===== src/rtl/hex_rr_arbiter_pkg.sv =====
// Shared definitions for the 16-requester round-robin arbiter:
// sizes, FSM state encoding and the rotate-and-pick search.
package hex_arb_pkg;

    localparam int unsigned NREQ  = 16;
    localparam int unsigned IDX_W = 4;

    typedef enum logic {
        IDLE,
        GRANT
    } state_t;

    // First set bit of v searching ptr, ptr+1, ..., 15, 0, ..., ptr-1.
    function automatic logic [IDX_W-1:0] rr_pick(input logic [NREQ-1:0] v,
                                                 input logic [IDX_W-1:0] ptr);
        logic [NREQ-1:0]  rot;
        logic [IDX_W-1:0] res;
        rot = (v >> ptr) | (v << (5'd16 - {1'b0, ptr}));
        res = '0;
        // Descending scan so the lowest rotated position wins.
        for (int unsigned i = NREQ; i > 0; i--) begin
            if (rot[i-1]) res = ptr + IDX_W'(i - 1);
        end
        return res;
    endfunction

endpackage


===== src/rtl/hex_rr_arbiter_if.sv =====
// Request/grant bundle between the 16 clients and the arbiter.
interface hex_rr_arbiter_if;
    import hex_arb_pkg::*;

    logic [NREQ-1:0]  req;
    logic [NREQ-1:0]  grant;
    logic [IDX_W-1:0] grant_idx;
    logic             grant_valid;

    modport master (
        output req,
        input  grant,
        input  grant_idx,
        input  grant_valid
    );

    modport slave (
        input  req,
        output grant,
        output grant_idx,
        output grant_valid
    );

endinterface


===== src/rtl/hex_rr_arbiter_onehot16_encoder.sv =====
// 16-to-4 one-hot to binary encoder, purely combinational.
module onehot16_encoder
    import hex_arb_pkg::*;
(
    input  logic [NREQ-1:0]  onehot,
    output logic [IDX_W-1:0] idx
);

    always_comb begin
        idx = '0;
        for (int unsigned i = 0; i < NREQ; i++) begin
            if (onehot[i]) idx = idx | IDX_W'(i);
        end
    end

endmodule


===== src/rtl/hex_rr_arbiter.sv =====
// Round-robin arbiter for 16 clients with grant locking and a bounded
// hold time; registers a one-hot grant and its binary index.
module hex_rr_arbiter
    import hex_arb_pkg::*;
#(
    parameter int unsigned HOLD_MAX = 8
) (
    input  logic                clk,
    input  logic                rst_n,
    hex_rr_arbiter_if.slave     bus
);

    localparam int unsigned     HCW      = (HOLD_MAX == 0) ? 1 : $clog2(HOLD_MAX + 1);
    localparam logic [HCW-1:0]  HOLD_SAT = (HOLD_MAX == 0) ? HCW'(1) : HCW'(HOLD_MAX);

    state_t           state, next_state;
    logic [IDX_W-1:0] ptr, next_ptr;
    logic [HCW-1:0]   hold_cnt, next_cnt;
    logic [NREQ-1:0]  next_grant;
    logic [IDX_W-1:0] next_idx;
    logic [NREQ-1:0]  others;
    logic [IDX_W-1:0] winner;
    logic             keep;

    always_comb begin
        next_state = state;
        next_ptr   = ptr;
        next_cnt   = hold_cnt;
        next_grant = bus.grant;
        others     = bus.req & ~bus.grant;
        winner     = '0;
        keep       = 1'b0;
        case (state)
            IDLE: begin
                if (bus.req != '0) begin
                    winner     = rr_pick(bus.req, ptr);
                    next_grant = NREQ'(1) << winner;
                    next_cnt   = HCW'(1);
                    next_ptr   = winner + IDX_W'(1);
                    next_state = GRANT;
                end
            end
            GRANT: begin
                // With nobody else waiting the holder keeps the grant past the limit.
                keep = bus.req[bus.grant_idx] &&
                       ((HOLD_MAX == 0) || (hold_cnt < HOLD_SAT) || (others == '0));
                if (keep) begin
                    if (hold_cnt != HOLD_SAT) next_cnt = hold_cnt + HCW'(1);
                end else if (others != '0) begin
                    winner     = rr_pick(others, ptr);
                    next_grant = NREQ'(1) << winner;
                    next_cnt   = HCW'(1);
                    next_ptr   = winner + IDX_W'(1);
                end else begin
                    next_grant = '0;
                    next_state = IDLE;
                end
            end
            default: begin
                next_grant = '0;
                next_state = IDLE;
            end
        endcase
    end

    onehot16_encoder u_enc (
        .onehot (next_grant),
        .idx    (next_idx)
    );

    always_ff @(posedge clk) begin
        if (!rst_n) begin
            state           <= IDLE;
            ptr             <= '0;
            hold_cnt        <= '0;
            bus.grant       <= '0;
            bus.grant_idx   <= '0;
            bus.grant_valid <= 1'b0;
        end else begin
            state           <= next_state;
            ptr             <= next_ptr;
            hold_cnt        <= next_cnt;
            bus.grant       <= next_grant;
            bus.grant_idx   <= next_idx;
            bus.grant_valid <= (next_grant != '0);
        end
    end

endmodule

===== src/flat_wrapper.sv =====
// flat-port wrapper written by rule: the top's interface ports become plain ports
module hex_rr_arbiter_flat import hex_arb_pkg::*;
#(
    parameter int unsigned HOLD_MAX = 8
)
  (clk, rst_n, bus_req, bus_grant, bus_grant_idx, bus_grant_valid);
  hex_rr_arbiter_if bus_i ();
  input  logic clk;
  input  logic rst_n;
  input wire logic [$bits(bus_i.req)-1:0] bus_req;
  output wire logic [$bits(bus_i.grant)-1:0] bus_grant;
  output wire logic [$bits(bus_i.grant_idx)-1:0] bus_grant_idx;
  output wire logic [$bits(bus_i.grant_valid)-1:0] bus_grant_valid;
  assign bus_i.req = bus_req;
  assign bus_grant = bus_i.grant;
  assign bus_grant_idx = bus_i.grant_idx;
  assign bus_grant_valid = bus_i.grant_valid;
  hex_rr_arbiter #(.HOLD_MAX(HOLD_MAX)) u_core (.clk(clk), .rst_n(rst_n), .bus(bus_i));
endmodule

===== config.mk =====
export PLATFORM = sky130hd
export DESIGN_NAME = hex_rr_arbiter_flat
export DESIGN_NICKNAME = d
export VERILOG_FILES = /design/src/rtl/hex_rr_arbiter_pkg.sv /design/src/rtl/hex_rr_arbiter_if.sv /design/src/rtl/hex_rr_arbiter_onehot16_encoder.sv /design/src/rtl/hex_rr_arbiter.sv /design/src/flat_wrapper.sv
export SDC_FILE = /design/constraint.sdc
export NUM_CORES = 1
export LEC_CHECK = 0
export CAP_MARGIN = 20
export CORE_ASPECT_RATIO = 1.25
export CORE_MARGIN = 3
export CORE_UTILIZATION = 40
export DETAILED_ROUTE_END_ITERATION = 10
export PLACE_DENSITY = 0.62
export SETUP_SLACK_MARGIN = 0.4
export SYNTH_ARGS = -nofsm -noshare
export SYNTH_HDL_FRONTEND = slang
export SYNTH_HIERARCHICAL = 1
export SYNTH_SLANG_ARGS = --single-unit

===== constraint.sdc =====
create_clock -name clk -period 5.25 [get_ports clk]
set_input_delay 0.7875 -clock clk [delete_from_list [all_inputs] [get_ports clk]]
set_output_delay 0.7875 -clock clk [all_outputs]
set_load 0.005 [all_outputs]

---- Word-level counts from Yosys, hierarchy flattened ----
Index checks and enable logic that the tools add are counted.
W data, S select, Z words.
word-level totals
  input bits .............................. 18
  logic and storage cells ................. 123
  register bits after elaboration ......... 30
operators by class
  mux-type cells .......................... 71
  $add $sub $neg .......................... 19
  shift-type cells ........................ 6
  $lt $le $gt $ge ......................... 2
  bitwise operators ....................... 5
  reduce and logical (&&, ||, !) cells .... 8
  equal/unequal tests ..................... 6
operator list
  operator                number
  $mux W4                 52
  $mux W16                3
  $reduce_bool A16 Y1     3
  $add A4 B4 Y4 const B   8
  $or A16 B16 Y16         2
  $pmux W16 S2            1
  $shl A1 B4 Y16 const A  2
  $shl A16 B5 Y16         2
  $shr A16 B4 Y16         2
  $add A4 B1 Y4 const B   4
  $add A4 B3 Y4 const B   4
  $and A16 B16 Y16        1
  $logic_not A16 Y1       1
  $not A16 Y16            1
  $pmux W4 S2             2
  $mux W3                 4
  $add A4 B2 Y4 const B   2
  $ne A3 B3 Y1 const B    2
  $reduce_and A3 Y1       2
  $lt A4 B5 Y1 const B    1
  $mux W1                 5
  $sub A5 B4 Y5 const A   1
  $bmux W1 S4             1
  $lt A4 B4 Y1 const B    1
  8 further kinds         10

---- Logic depth before layout (Yosys ltp) ----
  word-level depth ........................ 42
  gate-level depth with buffers ........... 24

---- By module ----
Netlist, hierarchy kept.
by module, submodules not included
  module            instances  area each (um^2)  cells an instance
  hex_rr_arbiter    1          7413.4            928
  onehot16_encoder  1          65.1              11

---- Worst setup path before layout ----
Ideal clock, no wire load.
  path type ............................... register to register
  from .................................... reg u_core.ptr[1]
  to ...................................... reg u_core.bus.grant_valid
  library setup time ...................... 0.120 ns
  cell stages (with the launch flop) ...... 20
  arrival ................................. 4.817 ns
  slack ................................... 0.313 ns
  data required time ...................... 5.130 ns
  cell sequence ........................... dfxtp_1 -> clkinv_1 -> clkbuf_1 -> clkbuf_1 -> ha_1 -> clkbuf_1 -> mux2_2 -> nor2_1 -> a21oi_1 -> a221o_1 -> buf_6 -> or3b_1 -> a31oi_1 -> a2bb2oi_2 -> o31ai_2 -> and2_4 -> a221o_1 -> nor4_1 -> nand4_1 -> o31a_1
between the ends
  longest elaborated chain between the ends .. 27
RTL lines
  what                       RTL line                  RTL
  from (decl)                hex_rr_arbiter.sv:17      logic [IDX_W-1:0] ptr, next_ptr;
  from (signal assigned)     hex_rr_arbiter.sv:81      ptr <= next_ptr;
  $sub A5 B4 Y5              hex_rr_arbiter_pkg.sv:18  rot = (v >> ptr) | (v << (5'd16 - {1'b0, ptr}));
  $shl A16 B5 Y16            hex_rr_arbiter_pkg.sv:18
  $or A16 B16 Y16            hex_rr_arbiter_pkg.sv:18
  $mux W4 (16 in series)     hex_rr_arbiter_pkg.sv:22  if (rot[i-1]) res = ptr + IDX_W'(i - 1);
  $mux W4                    hex_rr_arbiter.sv:49      end else if (others != '0) begin
  $mux W4                    hex_rr_arbiter.sv:47      if (keep) begin
  $mux W4                    hex_rr_arbiter.sv:33      case (state)
  $shl A1 B4 Y16             hex_rr_arbiter.sv:51      next_grant = NREQ'(1) << winner;
  $mux W16                   hex_rr_arbiter.sv:49
  $mux W16                   hex_rr_arbiter.sv:47
  $pmux W16 S2 (*)           hex_rr_arbiter.sv:33
  net u_core.next_grant[15]  hex_rr_arbiter.sv:19      logic [NREQ-1:0] next_grant;
  $reduce_bool A16 Y1 (*)    hex_rr_arbiter.sv:85      bus.grant_valid <= (next_grant != '0);
  to (signal assigned)       hex_rr_arbiter.sv:85
  to (decl)                  hex_rr_arbiter_if.sv:21   output grant_valid
The timed path passes the listed nets; every way through them passes the cells marked *. The select of a mux whose other input is x is not followed.
A chain may end at the register's enable or synchronous reset.

---- Worst setup path after layout ----
  from .................................... in bus_req[3]
  to ...................................... reg u_core.bus.grant_idx[2]
RTL lines
  what                                                       RTL line                               RTL
  from (decl)                                                flat_wrapper.sv:10                     input wire logic [$bits(bus_i.req)-1:0] bus_req;
  $and A16 B16 Y16                                           hex_rr_arbiter.sv:30                   others = bus.req & ~bus.grant;
  $shl A16 B5 Y16 / $shr A16 B4 Y16 (equally long branches)  hex_rr_arbiter_pkg.sv:18
  $or A16 B16 Y16                                            hex_rr_arbiter_pkg.sv:18
  $mux W4 (16 in series)                                     hex_rr_arbiter_pkg.sv:22
  $mux W4                                                    hex_rr_arbiter.sv:49
  $mux W4                                                    hex_rr_arbiter.sv:47
  $mux W4                                                    hex_rr_arbiter.sv:33
  $shl A1 B4 Y16                                             hex_rr_arbiter.sv:51
  $mux W16                                                   hex_rr_arbiter.sv:49
  $mux W16                                                   hex_rr_arbiter.sv:47
  $pmux W16 S2 (*)                                           hex_rr_arbiter.sv:33
  net u_core.next_grant[5]                                   hex_rr_arbiter.sv:19
  $mux W3 (*) (3 in series)                                  hex_rr_arbiter_onehot16_encoder.sv:12  if (onehot[i]) idx = idx | IDX_W'(i);
  $mux W4 (*) (8 in series)                                  hex_rr_arbiter_onehot16_encoder.sv:12
  net u_core.next_idx[2]                                     hex_rr_arbiter.sv:20                   logic [IDX_W-1:0] next_idx;
  to (signal assigned)                                       hex_rr_arbiter.sv:84                   bus.grant_idx <= next_idx;
  to (decl)                                                  hex_rr_arbiter_if.sv:20                output grant_idx,
Marked as above.

==> results.toml <==
[grt]
antenna_found_initial = 0
grt_pass1_wl_um = 51800
grt_max_degree = 100
grt_pass1_vias = 8643
grt-ovfl-total = 0
track_usage = 0.324

[placement]
dp.cells = 1262
io_buffers = 38
pre_cts_ws_ns = -0.101
dp_hpwl_um = 25700
place_congestion = 1.04

[routing]
top_layer = "met4"
antenna_left = 0
via_count = 9267
wl_met2_um = 15400
wl_met3_um = 4140
first_iter_violations = 1183
routedWlPerCell_um = 27.2
totalWireLength_um = 35200
vias_per_cell = 7.15
first_pass_iters = 6
drc = 0
met1_length_um = 13400

[floorplanning]
die-width_um = 128
start_util = 0.410
io_pins = 39
dieArea_um2 = 20400
core_area_um2 = 18200
rows = 55
fp.dieH_um = 159

[finish]
antenna_cells = 0
fillers = 1674
syn_to_final_growth_pct = 33.5
utilization = 0.547
final-instance-count-excl-fill = 1296
drive_above_1_share = 0.335
finalNetCount = 1096

[cts]
cts.path.max_buffers = 2
htree_levels = 2
cts_root_buffer = "clkbuf_16"
clk_latency_ns = 0.28
cts.sinks = 30
cts_made_buffers = 5
cts.reportedPaths.clkPinSlew_ns = 0.05
cts_tree = "yes"

[synthesis]
syn-num-nets = 967
synth_area_um2 = 7470
syn_inst = 938
ys_warn_count = 6
syn_avg_cell_area_um2 = 7.97

[sta]
rsz0062_at_grt = "no"
clock_skew_ns = 0.00486
min_period_ns = 4.84
slew_viol_final = 0
final-hold-violation-count = 0
setup_viol = 0
hold_ws_ns = 0.554
worst_slew_pin_slew_ns = 0.840
slew_headroom = 0.440
period_share = 0.922
max_freq_mhz = 207
setup_ws_ns = 0.409

[critical_path]
worstSetupPathType = "in -> reg"
endpoint_kind = "register"
critPathArrivalTime_ns = 5.01
r2r_cells = 17
r2r_setup_slack_ns = 0.41
critPathMaxFanout = 5
required_ns = 5.42
startpoint_type = "input port"

[run]
cap_viol_max_count = 0

[status]
status = "finished, final reports clean"

[hold_path]
holdPathStages = 2
min_path_type = "reg -> reg"
==> what timing repair did <==
action                     in CTS  in global routing
pin swaps                       8                 39
buffers inserted                2                 21
resized for setup              29                115
gates cloned                    1                  2
setup endpoints to repair       8                 15
hold buffers                    0                  0
==> per-layer routing <==
metal,up-vias,track usage
li1,4001,-
met1,4388,0.439
met2,734,0.481
met3,144,0.0649
met4,0,0.173
met5,-,0
==> layout by cell type, fill, tap and decap left out, types with 10 or more instances in the layout <==
master           count
nand2b_1            18
a21oi_1             37
a22o_1              15
clkdlybuf4s50_1     23
mux4_2              52
nor2_1              75
nand3_1             27
buf_4              147
a221o_1             11
ha_1                10
dlymetal6s2s_1      11
nand4_1             11
a211oi_1            12
o211ai_1            10
nor2b_1             15
inv_1               22
dfxtp_1             26
a22oi_1             10
nand2_1             73
nor4_1              12
mux2_2              10
a21o_1              12
and3_1              15
and2_1              24
nor4_2              10
mux2i_1             37
o21ai_0             27
nor3_1              24
xnor2_1             10
==> worst max-delay path: stages <==
cell	delay [ns]
clkdlybuf4s50_1	0.48
nor2b_4	0.23
buf_4	0.16
mux2i_1	0.11
a211oi_1	0.48
a2111o_1	0.32
a2111oi_2	0.13
o21a_1	0.14
a221o_1	0.39
a211o_4	0.33
nand2_1	0.10
nor3_1	0.09
a222oi_1	0.49
inv_1	0.16
nor4_2	0.31
nand2_1	0.12
and2_1	0.17
==> registers in the layout, indices dropped and copies added, names as in the netlist <==
signal                  count
u_core/hold_cnt             4
u_core/bus.grant_idx        4
u_core/bus.grant           16
u_core/bus.grant_valid      1
u_core/state                1
u_core/ptr                  4
==> metrics by stage <==
step / TNS (ns) / instance area, um2
after global placement: -0.438 / 8880
after floorplan: 0 / 7480
after detailed placement: -0.276 / 8880
after CTS: 0 / 9220
final: 0 / 9980
after global routing: 0 / 9980
==> final cells by class <==
type / instances / area [um2] / share of cell area
flip-flops and latches: 30 / 611 / 0.0612
clock inverters: 1 / 30.0 / 0.00301
well taps: 228 / 285 / 0.0286
multi-input cells: 803 / 6970 / 0.698
repair buffers: 201 / 1820 / 0.182
clock buffers: 7 / 164 / 0.0164
inverters: 26 / 108 / 0.0108
==> worst paths after layout <==
check                                          endpoint          startpoint
worst max-delay path            u_core/bus.grant_idx[2]          bus_req[3]
worst min-delay path                 u_core/hold_cnt[0]  u_core/hold_cnt[0]
worst max register to register  u_core/bus.grant_idx[2]       u_core/ptr[0]
worst min register to register       u_core/hold_cnt[0]  u_core/hold_cnt[0]
Power is left out: the tool's default activity adds up to more than one toggle a clock period on the data nets, which glitch-free logic cannot reach.
